### config.mk
export PLATFORM = sky130hd
export DESIGN_NAME = ws2812_rx_flat
export DESIGN_NICKNAME = d
export VERILOG_FILES = /design/src/rtl/ws2812_rx_if.sv /design/src/rtl/ws2812_rx.sv /design/src/flat_wrapper.sv
export SDC_FILE = /design/constraint.sdc
export NUM_CORES = 1
export LEC_CHECK = 0
export ABC_CLOCK_PERIOD_IN_PS = 2550
export CORE_MARGIN = 4
export CORE_UTILIZATION = 51
export CTS_CLUSTER_SIZE = 40
export DETAILED_ROUTE_END_ITERATION = 10
export PLACE_DENSITY = 0.76
export SLEW_MARGIN = 0
export SYNTH_ARGS = -nofsm -noshare
export SYNTH_HDL_FRONTEND = slang
export SYNTH_SLANG_ARGS = --single-unit
export TNS_END_PERCENT = 50
### constraint.sdc
create_clock -name clk -period 2.55 [get_ports clk]
set_clock_uncertainty 0.2 [all_clocks]
set_input_delay 0.51 -clock clk [delete_from_list [all_inputs] [get_ports clk]]
set_output_delay 0.51 -clock clk [all_outputs]
set_load 0.02 [all_outputs]
### src/rtl/ws2812_rx_if.sv
// WS2812 receiver bus: serial line in, decoded pixel/frame/error strobes out.
// master = line driver / pixel consumer side, slave = the receiver.
interface ws2812_rx_if #(
   parameter int IDX_W = 9
);
   logic             din;
   logic [23:0]      pixel_data;
   logic [IDX_W-1:0] pixel_index;
   logic             pixel_valid;
   logic             frame_done;
   logic [IDX_W-1:0] frame_pixels;
   logic             bit_error;
   logic             busy;

   modport master (
      output din,
      input  pixel_data, pixel_index, pixel_valid,
      input  frame_done, frame_pixels, bit_error, busy
   );

   modport slave (
      input  din,
      output pixel_data, pixel_index, pixel_valid,
      output frame_done, frame_pixels, bit_error, busy
   );
endinterface

### src/rtl/ws2812_rx.sv
// WS2812 single-wire receiver. Measures high-pulse widths on a synchronized
// copy of din, decodes bits MSB-first into 24-bit pixels, and closes a frame
// after a long low. Any protocol violation flags bit_error and forces a re-arm
// (RESET_TIME of continuous low) before the next frame is accepted.
module ws2812_rx #(
   parameter int BIT_THRESHOLD = 35,
   parameter int MIN_HIGH      = 8,
   parameter int MAX_HIGH      = 62,
   parameter int RESET_TIME    = 2500,
   parameter int IDX_W         = 9
) (
   input  logic        clk,
   input  logic        rst,
   ws2812_rx_if.slave  rx
);

   localparam int LOW_W = $clog2(RESET_TIME + 1);
   localparam logic [6:0]       THR_C = 7'(BIT_THRESHOLD);
   localparam logic [6:0]       MIN_C = 7'(MIN_HIGH);
   localparam logic [6:0]       MAX_C = 7'(MAX_HIGH);
   localparam logic [LOW_W-1:0] RST_C = LOW_W'(RESET_TIME);

   typedef enum logic [1:0] {ARM, IDLE, HIGH, LOW} state_t;

   // two-flop synchronizer plus one history flop for edge detection
   logic [1:0]       sync_q;
   logic             ds_q;
   logic             ds, rise, fall;

   state_t           state_q;
   logic [6:0]       high_cnt_q;
   logic [LOW_W-1:0] low_cnt_q;
   logic [4:0]       bit_cnt_q;
   logic [IDX_W-1:0] pix_cnt_q;
   logic [23:0]      shift_q;

   logic [23:0]      pixel_data_q;
   logic [IDX_W-1:0] pixel_index_q;
   logic             pixel_valid_q;
   logic             frame_done_q;
   logic [IDX_W-1:0] frame_pixels_q;
   logic             bit_error_q;

   // saturating increments and the shift-in candidate
   logic [6:0]       high_inc;
   logic [LOW_W-1:0] low_inc;
   logic [IDX_W-1:0] pix_inc;
   logic [23:0]      shift_d;

   assign ds   = sync_q[1];
   assign rise = ds & ~ds_q;
   assign fall = ~ds & ds_q;

   assign high_inc = (high_cnt_q == '1) ? high_cnt_q : high_cnt_q + 7'd1;
   assign low_inc  = (low_cnt_q  == '1) ? low_cnt_q  : low_cnt_q + 1'b1;
   assign pix_inc  = (pix_cnt_q  == '1) ? pix_cnt_q  : pix_cnt_q + 1'b1;
   assign shift_d  = {shift_q[22:0], (high_cnt_q >= THR_C)};

   // bring the asynchronous line into the clk domain
   always_ff @(posedge clk) begin
      if (rst) begin
         sync_q <= '0;
         ds_q   <= 1'b0;
      end else begin
         sync_q <= {sync_q[0], rx.din};
         ds_q   <= ds;
      end
   end

   // receive FSM: width measurement, bit/pixel assembly, frame close, errors
   always_ff @(posedge clk) begin
      if (rst) begin
         state_q        <= ARM;
         high_cnt_q     <= '0;
         low_cnt_q      <= '0;
         bit_cnt_q      <= '0;
         pix_cnt_q      <= '0;
         shift_q        <= '0;
         pixel_data_q   <= '0;
         pixel_index_q  <= '0;
         pixel_valid_q  <= 1'b0;
         frame_done_q   <= 1'b0;
         frame_pixels_q <= '0;
         bit_error_q    <= 1'b0;
      end else begin
         pixel_valid_q <= 1'b0;
         frame_done_q  <= 1'b0;
         bit_error_q   <= 1'b0;
         case (state_q)
            ARM: begin
               // wait for a clean long low; any high restarts the count
               if (ds) begin
                  low_cnt_q <= '0;
               end else if (low_inc >= RST_C) begin
                  low_cnt_q <= '0;
                  state_q   <= IDLE;
               end else begin
                  low_cnt_q <= low_inc;
               end
            end
            IDLE: begin
               if (rise) begin
                  high_cnt_q <= 7'd1;
                  bit_cnt_q  <= '0;
                  pix_cnt_q  <= '0;
                  state_q    <= HIGH;
               end
            end
            HIGH: begin
               if (fall) begin
                  if (high_cnt_q < MIN_C) begin
                     // glitch; this low sample already counts toward re-arm
                     bit_error_q <= 1'b1;
                     low_cnt_q   <= LOW_W'(1);
                     state_q     <= ARM;
                  end else begin
                     shift_q <= shift_d;
                     if (bit_cnt_q == 5'd23) begin
                        pixel_data_q  <= shift_d;
                        pixel_index_q <= pix_cnt_q;
                        pixel_valid_q <= 1'b1;
                        pix_cnt_q     <= pix_inc;
                        bit_cnt_q     <= '0;
                     end else begin
                        bit_cnt_q <= bit_cnt_q + 5'd1;
                     end
                     low_cnt_q <= LOW_W'(1);
                     state_q   <= LOW;
                  end
               end else if (ds) begin
                  if (high_cnt_q >= MAX_C) begin
                     // stuck high: abandon the frame
                     bit_error_q <= 1'b1;
                     low_cnt_q   <= '0;
                     state_q     <= ARM;
                  end else begin
                     high_cnt_q <= high_inc;
                  end
               end
            end
            LOW: begin
               if (rise) begin
                  high_cnt_q <= 7'd1;
                  state_q    <= HIGH;
               end else if (!ds) begin
                  if (low_inc >= RST_C) begin
                     // frame end; a partial pixel is dropped and flagged
                     frame_done_q   <= 1'b1;
                     frame_pixels_q <= pix_cnt_q;
                     bit_error_q    <= (bit_cnt_q != 5'd0);
                     bit_cnt_q      <= '0;
                     low_cnt_q      <= '0;
                     state_q        <= IDLE;
                  end else begin
                     low_cnt_q <= low_inc;
                  end
               end
            end
            default: state_q <= ARM;
         endcase
      end
   end

   assign rx.pixel_data   = pixel_data_q;
   assign rx.pixel_index  = pixel_index_q;
   assign rx.pixel_valid  = pixel_valid_q;
   assign rx.frame_done   = frame_done_q;
   assign rx.frame_pixels = frame_pixels_q;
   assign rx.bit_error    = bit_error_q;
   assign rx.busy         = (state_q == HIGH) || (state_q == LOW);

endmodule

### src/flat_wrapper.sv
// flat-port wrapper written by rule: the top's interface ports become plain ports
module ws2812_rx_flat 
#(
   parameter int BIT_THRESHOLD = 35,
   parameter int MIN_HIGH      = 8,
   parameter int MAX_HIGH      = 62,
   parameter int RESET_TIME    = 2500,
   parameter int IDX_W         = 9
)
  (clk, rst, rx_din, rx_pixel_data, rx_pixel_index, rx_pixel_valid, rx_frame_done, rx_frame_pixels, rx_bit_error, rx_busy);
  ws2812_rx_if #(.IDX_W(IDX_W)) rx_i ();
  input  logic clk;
  input  logic rst;
  input wire logic [$bits(rx_i.din)-1:0] rx_din;
  output wire logic [$bits(rx_i.pixel_data)-1:0] rx_pixel_data;
  output wire logic [$bits(rx_i.pixel_index)-1:0] rx_pixel_index;
  output wire logic [$bits(rx_i.pixel_valid)-1:0] rx_pixel_valid;
  output wire logic [$bits(rx_i.frame_done)-1:0] rx_frame_done;
  output wire logic [$bits(rx_i.frame_pixels)-1:0] rx_frame_pixels;
  output wire logic [$bits(rx_i.bit_error)-1:0] rx_bit_error;
  output wire logic [$bits(rx_i.busy)-1:0] rx_busy;
  assign rx_i.din = rx_din;
  assign rx_pixel_data = rx_i.pixel_data;
  assign rx_pixel_index = rx_i.pixel_index;
  assign rx_pixel_valid = rx_i.pixel_valid;
  assign rx_frame_done = rx_i.frame_done;
  assign rx_frame_pixels = rx_i.frame_pixels;
  assign rx_bit_error = rx_i.bit_error;
  assign rx_busy = rx_i.busy;
  ws2812_rx #(.BIT_THRESHOLD(BIT_THRESHOLD), .MIN_HIGH(MIN_HIGH), .MAX_HIGH(MAX_HIGH), .RESET_TIME(RESET_TIME), .IDX_W(IDX_W)) u_core (.clk(clk), .rst(rst), .rx(rx_i));
endmodule
Yosys cells after proc, flatten, opt, wreduce, memory -nomap -nowiden:

Cells that the tools add are included.

* add/sub/neg operators: 4
* magnitude comparators: 4
* equality and inequality tests: 22
* multiplexer cells: 48
* bitwise gates (word level): 9
* reduce and logical (&&, ||, !) cells: 18

Operators by type and width (number)
* 12-bit two-way mux: 8
* 9-bit two-way mux: 5
* 12-bit one-hot mux with 3 select lines: 1
* 5-bit two-way mux: 7
* 7-bit two-way mux: 5
* 9-bit one-hot mux with 2 select lines: 1
* 2-bit two-way mux: 8
* 5-bit one-hot mux with 3 select lines: 1
* 7-bit by 6-bit greater-or-equal comparator with 1-bit output (second input constant): 2
* 2-bit != test (second input constant): 7
* 7-bit one-hot mux with 2 select lines: 1
* 12-bit by 1-bit adder with 12-bit output (second input constant): 1
* 12-bit equality test (second input constant): 1
* 12-bit greater-or-equal comparator (second input constant): 1
* 2-bit by 1-bit != test with 1-bit output (second input constant): 6
* 6-bit AND reduction: 2
* 9-bit by 1-bit adder with 9-bit output (second input constant): 1
* 9-bit equality test (second input constant): 1
* 1-bit two-way mux: 9
* 2-bit one-hot mux with 4 select lines: 1
* 4-bit AND reduction: 2
* 4-bit OR reduction: 2
* 7-bit by 1-bit adder with 7-bit output (second input constant): 1
* 7-bit equality test (second input constant): 1
* other kinds (18): 30

* flip-flop bits (word level): 106
* bits of input ports: 3
* word-level logic and storage cells: 119

Longest topological paths before layout:

* depth in word-level cells: 7
* mapped depth: 9
* gate-level depth less buffers: 9

Worst setup path before layout:

OpenSTA, ideal clock, no wires.

* path kind: register to register
* from: register u_core.low_cnt_q[0]
* to: register u_core.frame_pixels_q[3], in the netlist u_core.rx.frame_pixels[3]
* setup time: 0.072 ns
* data arrival time: 2.223 ns
* data required time: 2.278 ns
* slack: 0.056 ns
* cell stages (with the launch flop): 10
* buffers on the path: 1
* period minus slack after synthesis: 2.494 ns
* cell sequence: dfxtp_1 -> ha_1 -> nand2_1 -> nor4_1 -> o22ai_1 -> o32ai_2 -> a21oi_2 -> nor3_4 -> buf_6 -> mux2i_1

* word-level cells in the longest chain between the ends: 4
* elaborated cells on any way between the ends: 5

RTL lines
* start: declaration: RTL line ws2812_rx.sv:32 `logic [LOW_W-1:0] low_cnt_q;`
* start signal: assignment: RTL line ws2812_rx.sv:98 `low_cnt_q <= low_inc;`
* start signal: assignment: RTL line ws2812_rx.sv:155 `low_cnt_q <= low_inc;`
* 12-bit by 1-bit adder with 12-bit output or 12-bit equality test (tied branches): RTL line ws2812_rx.sv:55 `assign low_inc = (low_cnt_q == '1) ? low_cnt_q : low_cnt_q + 1'b1;`
* 12-bit two-way mux (*): RTL line ws2812_rx.sv:55
* 12-bit greater-or-equal comparator (*): RTL line ws2812_rx.sv:146 `if (low_inc >= RST_C) begin`
* 4-bit AND reduction (no line) (*)
* end signal: assignment: RTL line ws2812_rx.sv:149 `frame_pixels_q <= pix_cnt_q;`
* end: declaration: RTL line ws2812_rx.sv:41 `logic [IDX_W-1:0] frame_pixels_q;`

Every way passes the cells marked *; elsewhere a longest branch is shown, timed or not.
A chain may end at the register's enable or synchronous reset.

Final worst setup path:

* from: register u_core.low_cnt_q[1]
* to: register u_core.state_q[0]

* word-level cells in the longest chain between the ends: 7
* elaborated cells on any way between the ends: 8

RTL lines
* 12-bit by 1-bit adder with 12-bit output or 12-bit equality test (tied branches): RTL line ws2812_rx.sv:55
* 12-bit two-way mux (*): RTL line ws2812_rx.sv:55
* 12-bit greater-or-equal comparator (*): RTL line ws2812_rx.sv:94, ws2812_rx.sv:146
* 2-bit two-way mux (*) (2 in a row)
* 2-bit two-way mux
* 2-bit one-hot mux with 4 select lines (*)
* end signal: assignment: RTL line ws2812_rx.sv:73 `state_q <= ARM;`
* end signal: assignment: RTL line ws2812_rx.sv:96 `state_q <= IDLE;`
* end signal: assignment: RTL line ws2812_rx.sv:106 `state_q <= HIGH;`
* end: declaration: RTL line ws2812_rx.sv:30 `state_t state_q;`

Marks and branches as above.

==> flow_summary.ini <==
[status]
status = complete, no violations

[clock_network]
cts_tree = yes
clock_latency_ns = 0.37
cts_sinks = 106
cts.path.max_buffers = 2
cts_buffers = 9
cts-root-buf = clkbuf_8
htreeDepth = 3
clk_pin_slew_ns = 0.10

[synth]
ys_top_cells_by_area = dfxtp_1, nand2_1, a21oi_1, nand2b_1, nor2_1
ys_top_cells_by_count = nand2_1, dfxtp_1, a21oi_1
ys_types = 57
syn_area_mm2 = 0.00462
synth_top_area_frac = 0.460
ys_async_sr_fraction = 0
synth_edf_count = 0
synth_cells = 575
synth_top_area_cell = dfxtp_1
synth.most_common_cell = nand2_1
yosysSeqAreaShare = 0.460
syn-num-nets = 585
ys.flop_type = dfxtp_1
synth.ff_latch_count = 106
syn_area_per_cell_um2 = 8.03
ys_warn_count = 0

[critical_path]
end_kind = register
cp-start-kind = register
r2r_setup_slack_ns = 0.1
worstRegToRegCells = 9
regToRegEndpoint = u_core.state_q[0]
startpoint = u_core.low_cnt_q[1]
arrival_ns = 2.54
critPathCapture = u_core.state_q[0]
crit_type = reg2reg
crit_required_ns = 2.64
crit_fanout = 11
rr_startpoint = u_core.low_cnt_q[1]

[timing]
hold_viol_final = 0
period_needed_ns = 2.45
fmax_mhz = 408
final-setup-viol-count = 0
timing.final.crit_share = 0.961
slew_headroom = 0.428
rsz0062_at_grt = true
worstMarginPinSlew_ns = 0.858
drv_slew = 0

[placement]
placed_area_mm2 = 0.00524
place_hpwl_mm = 7.01
place_congestion = 0.888
dp_cells = 714
portBuffers = 48

[floorplanning]
die_y_um = 103
die_area_mm2 = 0.0106
initial_utilization = 0.527
num_rows = 34
core-area_mm2 = 0.00876
die_w_um = 103
ios = 49

[routing]
wl_met3_um = 508
routed_wirelength_mm = 10.4
drc = 0
vias = 4155
routedWlPerCell_um = 14.3
drtIter0Drc = 336
highest_layer = met4
viasPerCell = 5.70
dr.pass1.iters = 4
postRouteAntennaNets = 0
wl_met1_mm = 4.65
wl_met2_mm = 5.13

[pwr]
power.share.switching = 0.231
ir_drop_uv = 363
p_sw_uw = 649
pwr-share-clk = 0.376
p_leak_nw = 1.82
internal-power_mw = 2.16
cellPowerDensity_mw_per_mm2 = 506
pwr-share-seq = 0.596
pwr-share-comb = 0.029

[global_route]
grt_max_degree = 47
grt_pass1_wl_mm = 17.9
grt_use_total = 0.206
grt-ovfl-total = 0
antenna_found_initial = 0
grt_pass1_vias = 3903

[final_layout]
antenna_cells = 0
instances_no_fill = 729
fin_nets = 627
drive_gt1_frac = 0.101
area_growth_syn_to_layout_pct = 20.0
n_fill_cell = 776
fin_area_mm2 = 0.00554

[min_path]
worstHoldStart = u_core.sync_q[0]
hp-class = reg2reg

[run]
max_cap_violations = 0
==> cells by family (layout without fill, tap and decap cells) <==
| group | after synthesis | after routing | share of synthesized area |
|---|---|---|---|
| adders and majority gates | 7 | 7 | 0.0190 |
| DFF | 106 | 106 | 0.460 |
| and+or+nand+nor | 272 | 272 | 0.281 |
| buffers and inverters | 45 | 91 | 0.0396 |
| AOI/OAI and AO/OA | 126 | 126 | 0.162 |
| muxes | 10 | 10 | 0.0220 |
| xor gates and xnor gates | 9 | 9 | 0.0171 |
==> worst max-delay path, cell delays in order, from the launching register on <==
cell and delay, ns:
dfxtp_2 0.38, ha_4 0.16, nand2_1 0.08, nor4_2 0.37, o22ai_2 0.18, o32ai_4 0.28, a21oi_4 0.12, buf_6 0.16
or3_1 0.30, a31oi_1 0.15
==> final cells by class <==
type / instances / area, µm² / area share
Multi-Input combinational cell: 424 / 2380 / 0.430
Sequential cell: 106 / 2150 / 0.388
Timing Repair Buffer: 69 / 649 / 0.117
Tap cell: 108 / 135 / 0.0244
Clock buffer: 9 / 124 / 0.0224
Clock inverter: 6 / 76.3 / 0.0138
Inverter: 7 / 26.3 / 0.00474
==> state kept, by name, summed over array words and instances, names as in the netlist <==
register	count
u_core.rx.frame_done	1
u_core.rx.bit_error	1
u_core.rx.pixel_index	9
u_core.rx.pixel_valid	1
u_core.rx.pixel_data	24
u_core.rx.frame_pixels	9
u_core.low_cnt_q	12
u_core.shift_q	23
u_core.pix_cnt_q	9
u_core.state_q	2
u_core.sync_q	2
u_core.ds_q	1
u_core.high_cnt_q	7
u_core.bit_cnt_q	5
==> metal layers <==
metal	GRT usage	vias to the layer above
met5	0	-
met4	0.0707	0
met3	0.0467	15
met2	0.332	117
met1	0.273	1955
li1	-	2068
==> worst min-delay path by stage <==
| stage | to | slack [ns] | depth (start not counted) |
|---|---|---|---|
| 6_report | u_core.sync_q[1] | 0.26 | 1 |
| 4_1_cts | u_core.low_cnt_q[10] | 0.25 | 2 |
| 5_1_grt | u_core.low_cnt_q[10] | 0.27 | 2 |
| 3_5_place_dp | u_core.sync_q[1] | 0.23 | 1 |
| 2_1_floorplan | u_core.sync_q[1] | 0.21 | 1 |
| 3_3_place_gp | u_core.sync_q[1] | 0.24 | 1 |
==> per-stage QoR <==
step                      hold WS (ns)   util  setup slack, ns  power [mW]  TNS, ns
final                            0.261  0.632           0.0992        2.80        0
after global routing             0.271  0.632          -0.0569        2.90  -0.0721
after CTS                        0.254  0.625           0.0429        2.82        0
after detailed placement         0.233  0.598          -0.0441        1.79  -0.0441
after global placement           0.237  0.598           0.0361        1.78        0
after floorplan                  0.214      -           0.0556        1.77        0
==> layout by cell type, fill, tap and decap left out, types with 2 or more instances in the layout <==
cell	count
a211oi_1	3
a21oi_1	73
a22o_1	2
a31oi_1	11
and2_1	3
and3_1	7
buf_4	19
clkbuf_8	9
clkdlybuf4s50_1	47
dfxtp_1	94
dfxtp_2	8
dfxtp_4	4
ha_1	6
inv_1	7
inv_6	2
mux2i_1	9
nand2_1	134
nand2b_1	24
nand3_1	14
nand4_1	13
nand4b_1	2
nor2_1	35
nor2b_1	5
nor3_1	11
nor4_1	4
nor4b_1	2
o211ai_1	5
o21ai_0	9
o21ai_1	2
o22ai_1	3
or3_1	4
or4_1	2
xnor2_1	2
xor2_1	7
==> power by group through the flow <==
stage | logic, mW | registers [mW] | clock network, mW
3_5_place_dp | 0.0751 | 1.71 | 0
3_3_place_gp | 0.0731 | 1.71 | 0
5_1_grt | 0.0900 | 1.67 | 1.14
6_report | 0.0804 | 1.67 | 1.05
4_1_cts | 0.0770 | 1.67 | 1.07
2_1_floorplan | 0.0581 | 1.71 | 0
==> repair_timing <==
action                                  in CTS  in global routing
buffers inserted                             0                  0
resized for setup                            8                 20
hold buffers                                 0                  0
pin swaps                                    2                  3
endpoints found under the setup margin       2                 24
Power figures use the tool's default switching activity.
